[src/rtl/sound_scheduler.sv]
// sound_scheduler
//   Shares the single speaker tone generator between background music and
//   three fixed game sound effects (drop, line clear, game over). Music is
//   passed straight through while idle; effects play fixed note tables with
//   strict priority (game over > line clear > drop) and preempt each other.
//
// Ports
//   CLK           system clock (25 MHz)
//   RESET         synchronous, active-high reset
//   SFX_REQ[2:0]  one-cycle request pulses: bit0 drop, bit1 line clear,
//                 bit2 game over
//   MUSIC_EN      music pass-through enable
//   MUSIC_PERIOD  current music half-period, 0 = rest
//   TONE_PERIOD   registered half-period to the tone generator
//   TONE_EN       registered tone generator enable
//   SFX_BUSY      registered, high while an effect is loaded or playing
//   SFX_ID        registered id (0..2) of the effect loaded or playing
//   SFX_DONE      one-cycle pulse when an effect completes unpreempted
//
// Handshake: SFX_REQ is a fire-and-forget pulse with no ready. A pulse is
// latched into a pending bit on the edge it is sampled, unless it names the
// effect already loaded or playing, in which case it is dropped.
//
// The state register is kept in the signal `state` (type state_t) so a
// checker can bind to it directly.

module sound_scheduler #(
    parameter int TICK_DIV = 250000,
    parameter int PW       = 16
) (
    input  logic          CLK,
    input  logic          RESET,
    input  logic [2:0]    SFX_REQ,
    input  logic          MUSIC_EN,
    input  logic [PW-1:0] MUSIC_PERIOD,
    output logic [PW-1:0] TONE_PERIOD,
    output logic          TONE_EN,
    output logic          SFX_BUSY,
    output logic [1:0]    SFX_ID,
    output logic          SFX_DONE
);

    localparam int TW = (TICK_DIV > 1) ? $clog2(TICK_DIV) : 1;

    typedef enum logic [1:0] {
        S_IDLE,
        S_LOAD,
        S_PLAY,
        S_GAP
    } state_t;

    // ------------------------------------------------------------------
    // Effect note tables
    // ------------------------------------------------------------------
    function automatic logic [PW-1:0] note_period(input logic [1:0] id,
                                                  input logic [1:0] idx);
        logic [PW-1:0] p;
        p = '0;
        case (id)
            2'd0: p = PW'(36080);
            2'd1: begin
                case (idx)
                    2'd0:    p = PW'(26840);
                    2'd1:    p = PW'(23760);
                    default: p = PW'(21120);
                endcase
            end
            default: begin
                case (idx)
                    2'd0:    p = PW'(21120);
                    2'd1:    p = PW'(26840);
                    2'd2:    p = PW'(32120);
                    default: p = PW'(43120);
                endcase
            end
        endcase
        return p;
    endfunction

    // Note duration in ticks.
    function automatic logic [4:0] note_dur(input logic [1:0] id,
                                            input logic [1:0] idx);
        logic [4:0] d;
        d = 5'd0;
        case (id)
            2'd0:    d = 5'd3;
            2'd1:    d = 5'd4;
            default: d = (idx == 2'd3) ? 5'd16 : 5'd8;
        endcase
        return d;
    endfunction

    function automatic logic [1:0] last_idx(input logic [1:0] id);
        logic [1:0] l;
        case (id)
            2'd0:    l = 2'd0;
            2'd1:    l = 2'd2;
            default: l = 2'd3;
        endcase
        return l;
    endfunction

    // ------------------------------------------------------------------
    // State
    // ------------------------------------------------------------------
    state_t          state;
    state_t          next_state;
    logic [2:0]      pending;
    logic [2:0]      pending_next;
    logic [1:0]      note_idx;
    logic [1:0]      next_idx;
    logic [1:0]      next_id;
    logic [TW-1:0]   tick_cnt;   // cycles within the current tick
    logic [4:0]      tick_num;   // whole ticks elapsed in the current note/gap

    logic            tick_end;
    logic            note_end;
    logic            final_note;
    logic            higher_pending;
    logic [1:0]      top_id;
    logic [2:0]      clr_mask;
    logic [2:0]      active_mask;
    logic            done_d;
    logic [PW-1:0]   period_d;
    logic            en_d;
    logic            busy_d;

    assign tick_end   = (tick_cnt == TW'(TICK_DIV - 1));
    assign note_end   = tick_end && (tick_num == note_dur(SFX_ID, note_idx) - 5'd1);
    assign final_note = (note_idx == last_idx(SFX_ID));

    // Highest pending effect and whether anything outranks the current one.
    always_comb begin
        top_id = 2'd0;
        if (pending[2]) begin
            top_id = 2'd2;
        end else if (pending[1]) begin
            top_id = 2'd1;
        end

        higher_pending = 1'b0;
        case (SFX_ID)
            2'd0:    higher_pending = |pending[2:1];
            2'd1:    higher_pending = pending[2];
            default: higher_pending = 1'b0;
        endcase
    end

    // Next-state logic. Selecting an effect happens on the transition into
    // LOAD so that SFX_ID and the cleared pending bit are visible during
    // the LOAD cycle itself.
    always_comb begin
        next_state = state;
        next_id    = SFX_ID;
        next_idx   = note_idx;
        clr_mask   = 3'b000;
        done_d     = 1'b0;

        case (state)
            S_IDLE: begin
                if (|pending) begin
                    next_state = S_LOAD;
                    next_id    = top_id;
                    next_idx   = 2'd0;
                    clr_mask   = 3'b001 << top_id;
                end
            end
            S_LOAD: begin
                next_state = S_PLAY;
            end
            S_PLAY: begin
                // A final note that runs out is a completed effect even if a
                // higher request lands in the same cycle.
                if (note_end && final_note) begin
                    done_d = 1'b1;
                    if (|pending) begin
                        next_state = S_LOAD;
                        next_id    = top_id;
                        next_idx   = 2'd0;
                        clr_mask   = 3'b001 << top_id;
                    end else begin
                        next_state = S_IDLE;
                    end
                end else if (higher_pending) begin
                    next_state = S_LOAD;
                    next_id    = top_id;
                    next_idx   = 2'd0;
                    clr_mask   = 3'b001 << top_id;
                end else if (note_end) begin
                    next_state = S_GAP;
                end
            end
            S_GAP: begin
                if (higher_pending) begin
                    next_state = S_LOAD;
                    next_id    = top_id;
                    next_idx   = 2'd0;
                    clr_mask   = 3'b001 << top_id;
                end else if (tick_end) begin
                    next_state = S_PLAY;
                    next_idx   = note_idx + 2'd1;
                end
            end
            default: begin
                next_state = S_IDLE;
            end
        endcase
    end

    // Requests naming the effect being loaded now, or already loaded or
    // playing, are discarded so an effect never restarts itself.
    always_comb begin
        active_mask = 3'b000;
        if (state != S_IDLE) begin
            active_mask = 3'b001 << SFX_ID;
        end
        pending_next = (pending & ~clr_mask) | (SFX_REQ & ~active_mask & ~clr_mask);
    end

    // Output values for the cycle after the coming edge, derived from the
    // state being entered so every output is a plain register.
    always_comb begin
        period_d = '0;
        en_d     = 1'b0;
        busy_d   = 1'b1;
        case (next_state)
            S_IDLE: begin
                busy_d   = 1'b0;
                period_d = MUSIC_EN ? MUSIC_PERIOD : '0;
                en_d     = MUSIC_EN && (MUSIC_PERIOD != '0);
            end
            S_PLAY: begin
                period_d = note_period(next_id, next_idx);
                en_d     = 1'b1;
            end
            default: begin
                period_d = '0;
                en_d     = 1'b0;
            end
        endcase
    end

    always_ff @(posedge CLK) begin
        if (RESET) begin
            state       <= S_IDLE;
            pending     <= 3'b000;
            note_idx    <= 2'd0;
            tick_cnt    <= '0;
            tick_num    <= 5'd0;
            TONE_PERIOD <= '0;
            TONE_EN     <= 1'b0;
            SFX_BUSY    <= 1'b0;
            SFX_ID      <= 2'd0;
            SFX_DONE    <= 1'b0;
        end else begin
            state       <= next_state;
            pending     <= pending_next;
            note_idx    <= next_idx;
            TONE_PERIOD <= period_d;
            TONE_EN     <= en_d;
            SFX_BUSY    <= busy_d;
            SFX_ID      <= next_id;
            SFX_DONE    <= done_d;

            // Tick counters restart on every state change, so each note and
            // each gap is timed from its own first cycle.
            if ((next_state != state) || (state == S_IDLE) || (state == S_LOAD)) begin
                tick_cnt <= '0;
                tick_num <= 5'd0;
            end else if (tick_end) begin
                tick_cnt <= '0;
                tick_num <= tick_num + 5'd1;
            end else begin
                tick_cnt <= tick_cnt + TW'(1);
            end
        end
    end

endmodule
[config.mk]
export PLATFORM = sky130hd
export DESIGN_NAME = sound_scheduler
export DESIGN_NICKNAME = d
export VERILOG_FILES = /design/src/rtl/sound_scheduler.sv
export SDC_FILE = /design/constraint.sdc
export NUM_CORES = 1
export LEC_CHECK = 0
export CORE_ASPECT_RATIO = 1.5
export CORE_MARGIN = 5
export CORE_UTILIZATION = 30
export CTS_CLUSTER_DIAMETER = 80
export DETAILED_ROUTE_END_ITERATION = 6
export GPL_TIMING_DRIVEN = 0
export HOLD_SLACK_MARGIN = 0.05
export PLACE_DENSITY_LB_ADDON = 0.15
export SETUP_SLACK_MARGIN = 0.3
export SYNTH_ARGS = -nofsm -noshare
export SYNTH_HDL_FRONTEND = slang
export SYNTH_SLANG_ARGS = --single-unit
[constraint.sdc]
create_clock -name CLK -period 4.4 [get_ports CLK]
set_clock_uncertainty 0.05 [all_clocks]
set_input_delay 0.88 -clock CLK [delete_from_list [all_inputs] [get_ports CLK]]
set_output_delay 0.88 -clock CLK [all_outputs]
set_load 0.02 [all_outputs]
==> results of run 1 <==
layout by cell type, fill, tap and decap left out, types with 6 or more instances in the layout:
cell and instances:
inv_1 8, ha_1 9, nor2_1 41, nand3_1 16, a21oi_1 16, nor3_1 7
nand2_1 23, xnor2_1 9, xor2_1 12, clkdlybuf4s50_1 42, buf_6 6, o21ai_0 7
and3_1 6, dfxtp_1 51
cell type report:
cell class,instances,share of cell area [%]
buffer,13,2.821
clock buffer,5,3.617
clock inverter,3,1.266
inverter,8,0.8680
multi-input combinational,237,45.79
sequential,51,29.51
tap,110,3.978
timing repair buffer,42,12.15
metrics by stage:
stage	cells	utilization, %	worst slack, ns
after CTS	469	38.91	0.3190
final	469	38.95	0.4132
after global placement	461	37.01	0.3451
after global routing	469	38.95	0.2712
after floorplan	309	-	0.6774
after detailed placement	461	37.01	0.3200
flip-flops by register name, indices dropped and copies added, names as in the netlist:
register     cells
tick_cnt        18
TONE_PERIOD     16
tick_num         5
pending          3
SFX_ID           2
note_idx         2
state            2
SFX_BUSY         1
SFX_DONE         1
TONE_EN          1
synthesized netlist by cell type, types with 2 or more instances:
library cell | instances | area share (%)
a21oi_1 | 17 | 3.1
o21ai_0 | 7 | 1.3
o2bb2ai_1 | 5 | 1.6
a22o_1 | 4 | 1.3
inv_1 | 8 | 1.1
clkbuf_1 | 4 | 0.55
a21oi_2 | 2 | 0.64
ha_1 | 9 | 4.1
or2_2 | 5 | 1.1
a32o_1 | 3 | 1.1
a21o_1 | 2 | 0.55
nand3b_1 | 2 | 0.55
a31oi_1 | 2 | 0.46
or3_1 | 4 | 0.92
nor2_4 | 2 | 0.83
xor2_1 | 12 | 3.9
o21bai_1 | 4 | 1.1
nand3_1 | 16 | 2.9
and2_1 | 4 | 0.92
nor2b_1 | 3 | 0.69
nand2_1 | 23 | 3.2
nor3_1 | 7 | 1.3
xnor2_1 | 9 | 2.9
nand2b_1 | 4 | 0.92
nor4_1 | 4 | 0.92
mux2i_1 | 3 | 1.1
a221oi_1 | 2 | 0.64
nand4_1 | 4 | 0.92
dfxtp_1 | 51 | 37
and3_1 | 6 | 1.4
buf_6 | 6 | 2.5
o31a_1 | 2 | 0.64
o22ai_1 | 2 | 0.46
nor2_1 | 41 | 5.6
buf_2 | 3 | 0.55
kinds of logic after synthesis:
kind of cell | after synthesis | synth area share (%)
AND/OR/NAND/NOR | 135 | 25.86
AO/OA/AOI/OAI | 69 | 20.08
flip-flops | 51 | 37.41
XOR/XNOR | 21 | 6.740
buffers and inverters | 21 | 4.676
adder cells (fa/ha/maj) | 9 | 4.127
multiplexers | 3 | 1.100
power by group:
part           switching, W  internal (W)  leakage (nW)
Sequential        0.0000243      0.000510         0.415
Combinational      0.000299      0.000236         0.735
Clock              0.000178      0.000269        0.0838
per-layer routing:
metal / track usage, % / wire, um / vias to the layer above / share of wire, %
met5: 0 / 0 / - / 0
met1: 15.09 / 2939 / 1092 / 43
met2: 22.38 / 3536 / 39 / 51
met4: 5.149 / 112 / 0 / 1.6
met3: 3.374 / 311 / 9 / 4.5
li1: - / - / 1203 / -
worst register-to-register path: cells and delay by family, from the launching register on:
family                   cells  cell delay (ns)
buffers and inverters        2             0.33
multiplexers                 1             0.15
flip-flops                   1             0.36
AND/OR/NAND/NOR              3             0.76
AO/OA/AOI/OAI                5             1.61
adder cells (fa/ha/maj)      2             0.46
XOR/XNOR                     1             0.16
how the worst min path moves through the flow:
stage | from | to | cells after the start | slack, ns
final | tick_cnt[0] | tick_cnt[0] | 1 | 0.39
after global routing | tick_cnt[0] | tick_cnt[0] | 1 | 0.41
after CTS | tick_cnt[0] | tick_cnt[0] | 1 | 0.39
after detailed placement | tick_cnt[0] | tick_cnt[0] | 1 | 0.39
after global placement | tick_cnt[0] | tick_cnt[0] | 1 | 0.37
after floorplan | tick_cnt[0] | tick_cnt[0] | 1 | 0.36
==> impl_metrics.py, run 1 <==
metrics = {
    "global_route": {
        "grt_pass1_wl_um": 11560,
        "antenna_found_initial": 0,
        "grt_max_degree": 17,
        "grt_pass1_vias": 2430,
        "grt.total_usage_pct": 13.02,
        "overflow": 0,
    },
    "floorplan": {
        "ioPinCount": 43,
        "die_width_um": 87.87,
        "core_area_um2": 8881,
        "chipHeight_um": 126.8,
        "dieArea_um2": 11140,
        "rows": 42,
        "start_util_pct": 30.73,
    },
    "flow_run": {
        "maxCapViolCount": 0,
    },
    "clock_tree": {
        "hold_buffers": 0,
        "cts_tree": "done",
        "cts_made_buffers": 5,
        "insertion_delay_ns": 0.29,
        "clock-sinks": 51,
        "clk_pin_slew_ns": 0.07,
        "root_buffer": "clkbuf_16",
        "cts_max_level": 2,
        "clk_path_buf_depth": 2,
        "cts_resized": 0,
        "post_cts_buffers": 0,
    },
    "routing": {
        "drcViolationCount": 0,
        "viasPerCell": 4.996,
        "wl_um": 6900,
        "drt_iter0_drc": 57,
        "wl_per_cell_um": 14.71,
        "dr.pass1.iters": 4,
        "dr_total_vias": 2343,
        "ant_nets": 0,
    },
    "synthesis": {
        "ys_warn_count": 0,
        "ys.flop_type": "dfxtp_1",
        "netlist_area_um2": 2729,
        "ys_seq_area_share_pct": 37.41,
        "synth-seq-cells": 51,
        "synth_area_per_cell_um2": 8.831,
        "synth_cell_types": 62,
        "synth_edf_count": 0,
        "async_flop_share_pct": 0,
        "synth_cells": 309,
        "syn-num-nets": 340,
    },
    "hold_path": {
        "hold_path_class": "flop to flop",
    },
    "placement": {
        "gp_congestion": 0.8346,
        "placed_area_um2": 3287,
        "hpwl_um": 5371,
        "numPortBuffers": 42,
    },
    "pwr": {
        "power_density_nw_per_um2": 438.0,
        "total_power_w": 0.001515,
        "leakage_nw": 1.233,
        "irDropWorstVdd_v": 0.0001757,
    },
    "sta": {
        "rsz0062_at_grt": "yes",
        "timing.final.crit_share_pct": 90.61,
        "finalSetupTns_ns": 0,
        "setup_viol": 0,
        "worstMarginPinSlew_ns": 0.5013,
        "hold_viol": 0,
        "maxSlewViolCount": 0,
        "finalCriticalPeriod_ns": 3.987,
        "slew_headroom_pct": 66.58,
        "hold_ws_ns": 0.3950,
        "max_freq_ghz": 0.2508,
    },
    "setup_path": {
        "rr_worst_depth": 14,
        "rrSetupSlack_ns": 0.41,
        "critPathCaptureType": "flop",
        "crit_type": "flop to flop",
        "crit_required_ns": 4.54,
        "crit_chain": "buf_2 > or2_2 > ha_1 > xor2_1 > a211o_1 > a211o_4 > mux2i_1 > a2bb2o_1 > a21oi_2 > inv_1 > ha_1 > nor2_1 > nand3_1 > a32o_1",
        "critical_path.most_common_cell": "ha_1",
        "cp.depth": 14,
        "r2r_start": "SFX_ID[1]",
        "path_delay_family": "compound AO/OA/AOI/OAI gates",
        "crit_slowest_cell": "a211o_4",
        "setup.worst_path.end": "TONE_PERIOD[11]",
        "crit_path_max_incr_delay_ns": 0.40,
        "startpoint": "SFX_ID[1]",
        "crit_path_start_kind": "flop",
        "arrival_ns": 4.12,
        "crit_path_max_fanout": 10,
        "r2r-end": "TONE_PERIOD[11]",
        "cp.buffers_inverters": 2,
    },
    "finish": {
        "final_area_um2": 3460,
        "multi_input_area_um2": 1584,
        "ff_latch_area_um2": 1021,
        "final_net_count": 389,
        "drive_gt1_share_pct": 10.58,
        "area_delta_synth_final_pct": 26.78,
        "diodes": 0,
        "nFillCells": 926,
    },
    "status": {
        "outcome": "complete, no violations",
    },
}
No activity file was read; power rests on OpenSTA's default activity.
==> run 2: changes to the inputs <==
--- a/config.mk
+++ b/config.mk
@@ -13,6 +13,7 @@
 export GPL_TIMING_DRIVEN = 0
 export HOLD_SLACK_MARGIN = 0.05
 export PLACE_DENSITY_LB_ADDON = 0.15
+export RECOVER_POWER = 25
 export SETUP_SLACK_MARGIN = 0.3
 export SYNTH_ARGS = -nofsm -noshare
 export SYNTH_HDL_FRONTEND = slang
==> impl_metrics.py, run 2 (synthesis gave the netlist of run 1 again) <==
metrics = {
    "finish": {
        "drive_gt1_share_pct": 10.58,
        "final_net_count": 389,
        "layout_common_cells": "dfxtp_1 (51), nor2_1 (41), clkdlybuf4s50_1 (24)",
        "top_regs": "tick_cnt (18), TONE_PERIOD (16), tick_num (5)",
        "largest_reg_flops": 18,
        "diodes": 0,
        "largest_register": "tick_cnt",
        "final_common_cell": "dfxtp_1",
        "area_delta_synth_final_pct": 26.78,
    },
    "global_route": {
        "overflow": 0,
        "grt_max_degree": 17,
        "grt.total_usage_pct": 13.02,
        "grt_pass1_vias": 2430,
        "antenna_found_initial": 0,
        "grt_pass1_wl_um": 11560,
    },
    "clock_tree": {
        "cts_tree": "done",
        "clock-sinks": 51,
        "cts_max_level": 2,
        "insertion_delay_ns": 0.29,
        "clk_pin_slew_ns": 0.07,
        "clk_path_buf_depth": 2,
        "hold_buffers": 0,
        "root_buffer": "clkbuf_16",
        "cts_made_buffers": 5,
    },
    "setup_path": {
        "rr_worst_depth": 14,
        "crit_path_max_incr_delay_ns": 0.40,
        "crit_path_max_fanout": 10,
        "r2r-end": "TONE_PERIOD[11]",
        "crit_type": "flop to flop",
        "rrSetupSlack_ns": 0.42,
        "arrival_ns": 4.12,
        "crit_path_start_kind": "flop",
        "crit_required_ns": 4.54,
        "r2r_start": "SFX_ID[1]",
        "crit_chain": "buf_2 > or2_2 > ha_1 > xor2_1 > a211o_1 > a211o_4 > mux2i_1 > a2bb2o_1 > a21oi_2 > inv_1 > ha_1 > nor2_1 > nand3_1 > a32o_1",
        "crit_slowest_cell": "a211o_4",
        "critical_path.most_common_cell": "ha_1",
        "critPathCaptureType": "flop",
    },
    "placement": {
        "numPortBuffers": 42,
        "gp_congestion": 0.8346,
        "hpwl_um": 5371,
    },
    "routing": {
        "wl_per_cell_um": 14.71,
        "ant_nets": 0,
        "drt_iter0_drc": 60,
        "viasPerCell": 5.006,
        "drcViolationCount": 0,
        "dr.pass1.iters": 4,
        "dr_total_vias": 2348,
        "wl_um": 6897,
    },
    "sta": {
        "hold_ws_ns": 0.3950,
        "worstMarginPinSlew_ns": 0.5015,
        "slew_headroom_pct": 66.57,
        "finalCriticalPeriod_ns": 3.980,
        "maxSlewViolCount": 0,
        "max_freq_ghz": 0.2512,
        "setup_viol": 0,
        "finalSetupTns_ns": 0,
        "hold_viol": 0,
        "timing.final.crit_share_pct": 90.46,
        "rsz0062_at_grt": "yes",
    },
    "status": {
        "outcome": "complete, no violations",
    },
    "flow_run": {
        "maxCapViolCount": 0,
    },
    "hold_path": {
        "hp-start": "tick_cnt[0]",
        "hold_path_depth": 1,
        "holdPathEnd": "tick_cnt[0]",
        "hold_path_class": "flop to flop",
    },
    "floorplan": {
        "start_util_pct": 30.73,
        "ioPinCount": 43,
        "core_area_um2": 8881,
        "die_width_um": 87.87,
        "dieArea_um2": 11140,
        "rows": 42,
        "chipHeight_um": 126.8,
    },
    "pwr": {
        "irDropWorstVdd_v": 0.0001714,
        "leakage_nw": 1.286,
        "power_density_nw_per_um2": 434.4,
    },
}
[run 2: cell count changes in the layout (fill, tap and decap cells not counted), sizes merged]
cell	change
clkdlybuf4s50	-18
dlygate4sd3	+18
[run 2: final cells by class]
type | count | area (um2)
fill | 926 | 5421
multi-input combinational | 237 | 1584
sequential | 51 | 1021
timing repair buffer | 42 | 420.4
tap | 110 | 137.6
clock buffer | 5 | 125.1
buffer | 13 | 97.59
clock inverter | 3 | 43.79
inverter | 8 | 30.03
[run 2: critical path: cells and delay by family, from the launching register on]
kind	cells	cell delay [ns]
simple gates	3	0.76
flops	1	0.36
fa+ha+maj	2	0.46
buf+inv	2	0.33
compound gates	5	1.61
mux	1	0.15
xor+xnor	1	0.16
[run 2: worst max-delay path by stage]
stage	startpoint	endpoint
floorplan	SFX_ID[1]	TONE_PERIOD[11]
global placement	SFX_ID[1]	TONE_PERIOD[4]
detailed placement	SFX_ID[1]	TONE_PERIOD[4]
CTS	SFX_ID[1]	TONE_PERIOD[4]
global route	SFX_ID[1]	TONE_PERIOD[11]
finish	SFX_ID[1]	TONE_PERIOD[11]
[run 2: power by group]
| part | switching, W | internal (W) | leakage, nW |
|---|---|---|---|
| Combinational | 0.000299 | 0.000224 | 0.788 |
| Sequential | 0.0000227 | 0.000510 | 0.415 |
| Clock | 0.000179 | 0.000269 | 0.0838 |
| Total | 0.000501 | 0.00100 | 1.29 |
[run 2: routing by layer]
metal / track usage, % / wire (um) / up-vias
met5: 0 / 0 / -
met4: 5.149 / 111 / 0
met3: 3.374 / 311 / 9
met2: 22.38 / 3538 / 39
met1: 15.09 / 2936 / 1098
li1: - / - / 1202
[run 2: what timing repair did]
item,CTS,global route
buffers inserted,0,0
gates resized for setup,0,1
endpoints found under the setup margin,0,3
[run 2: stage by stage]
stage          util (%)  worst slack [ns]  cells  instance area (um2)  total power, W
2_1_floorplan         -            0.6774    309                 2729       0.0008983
3_3_place_gp      37.01            0.3451    461                 3287        0.001083
3_5_place_dp      37.01            0.3200    461                 3287        0.001079
4_1_cts           38.91            0.3190    469                 3456        0.001533
5_1_grt           38.95            0.2712    469                 3460        0.001591
6_report          38.95            0.4198    469                 3460        0.001503
==> run 3: changes to the inputs <==
==> constraint.sdc (replaced) <==
create_clock -name CLK -period 4.4 [get_ports CLK]
set_clock_uncertainty 0.05 [all_clocks]
set_input_delay 1.1 -clock CLK [delete_from_list [all_inputs] [get_ports CLK]]
set_output_delay 1.1 -clock CLK [all_outputs]
set_load 0.02 [all_outputs]
==> results of run 3 <==
No change in the layout: final DEF, timing and power equal those of run 2.
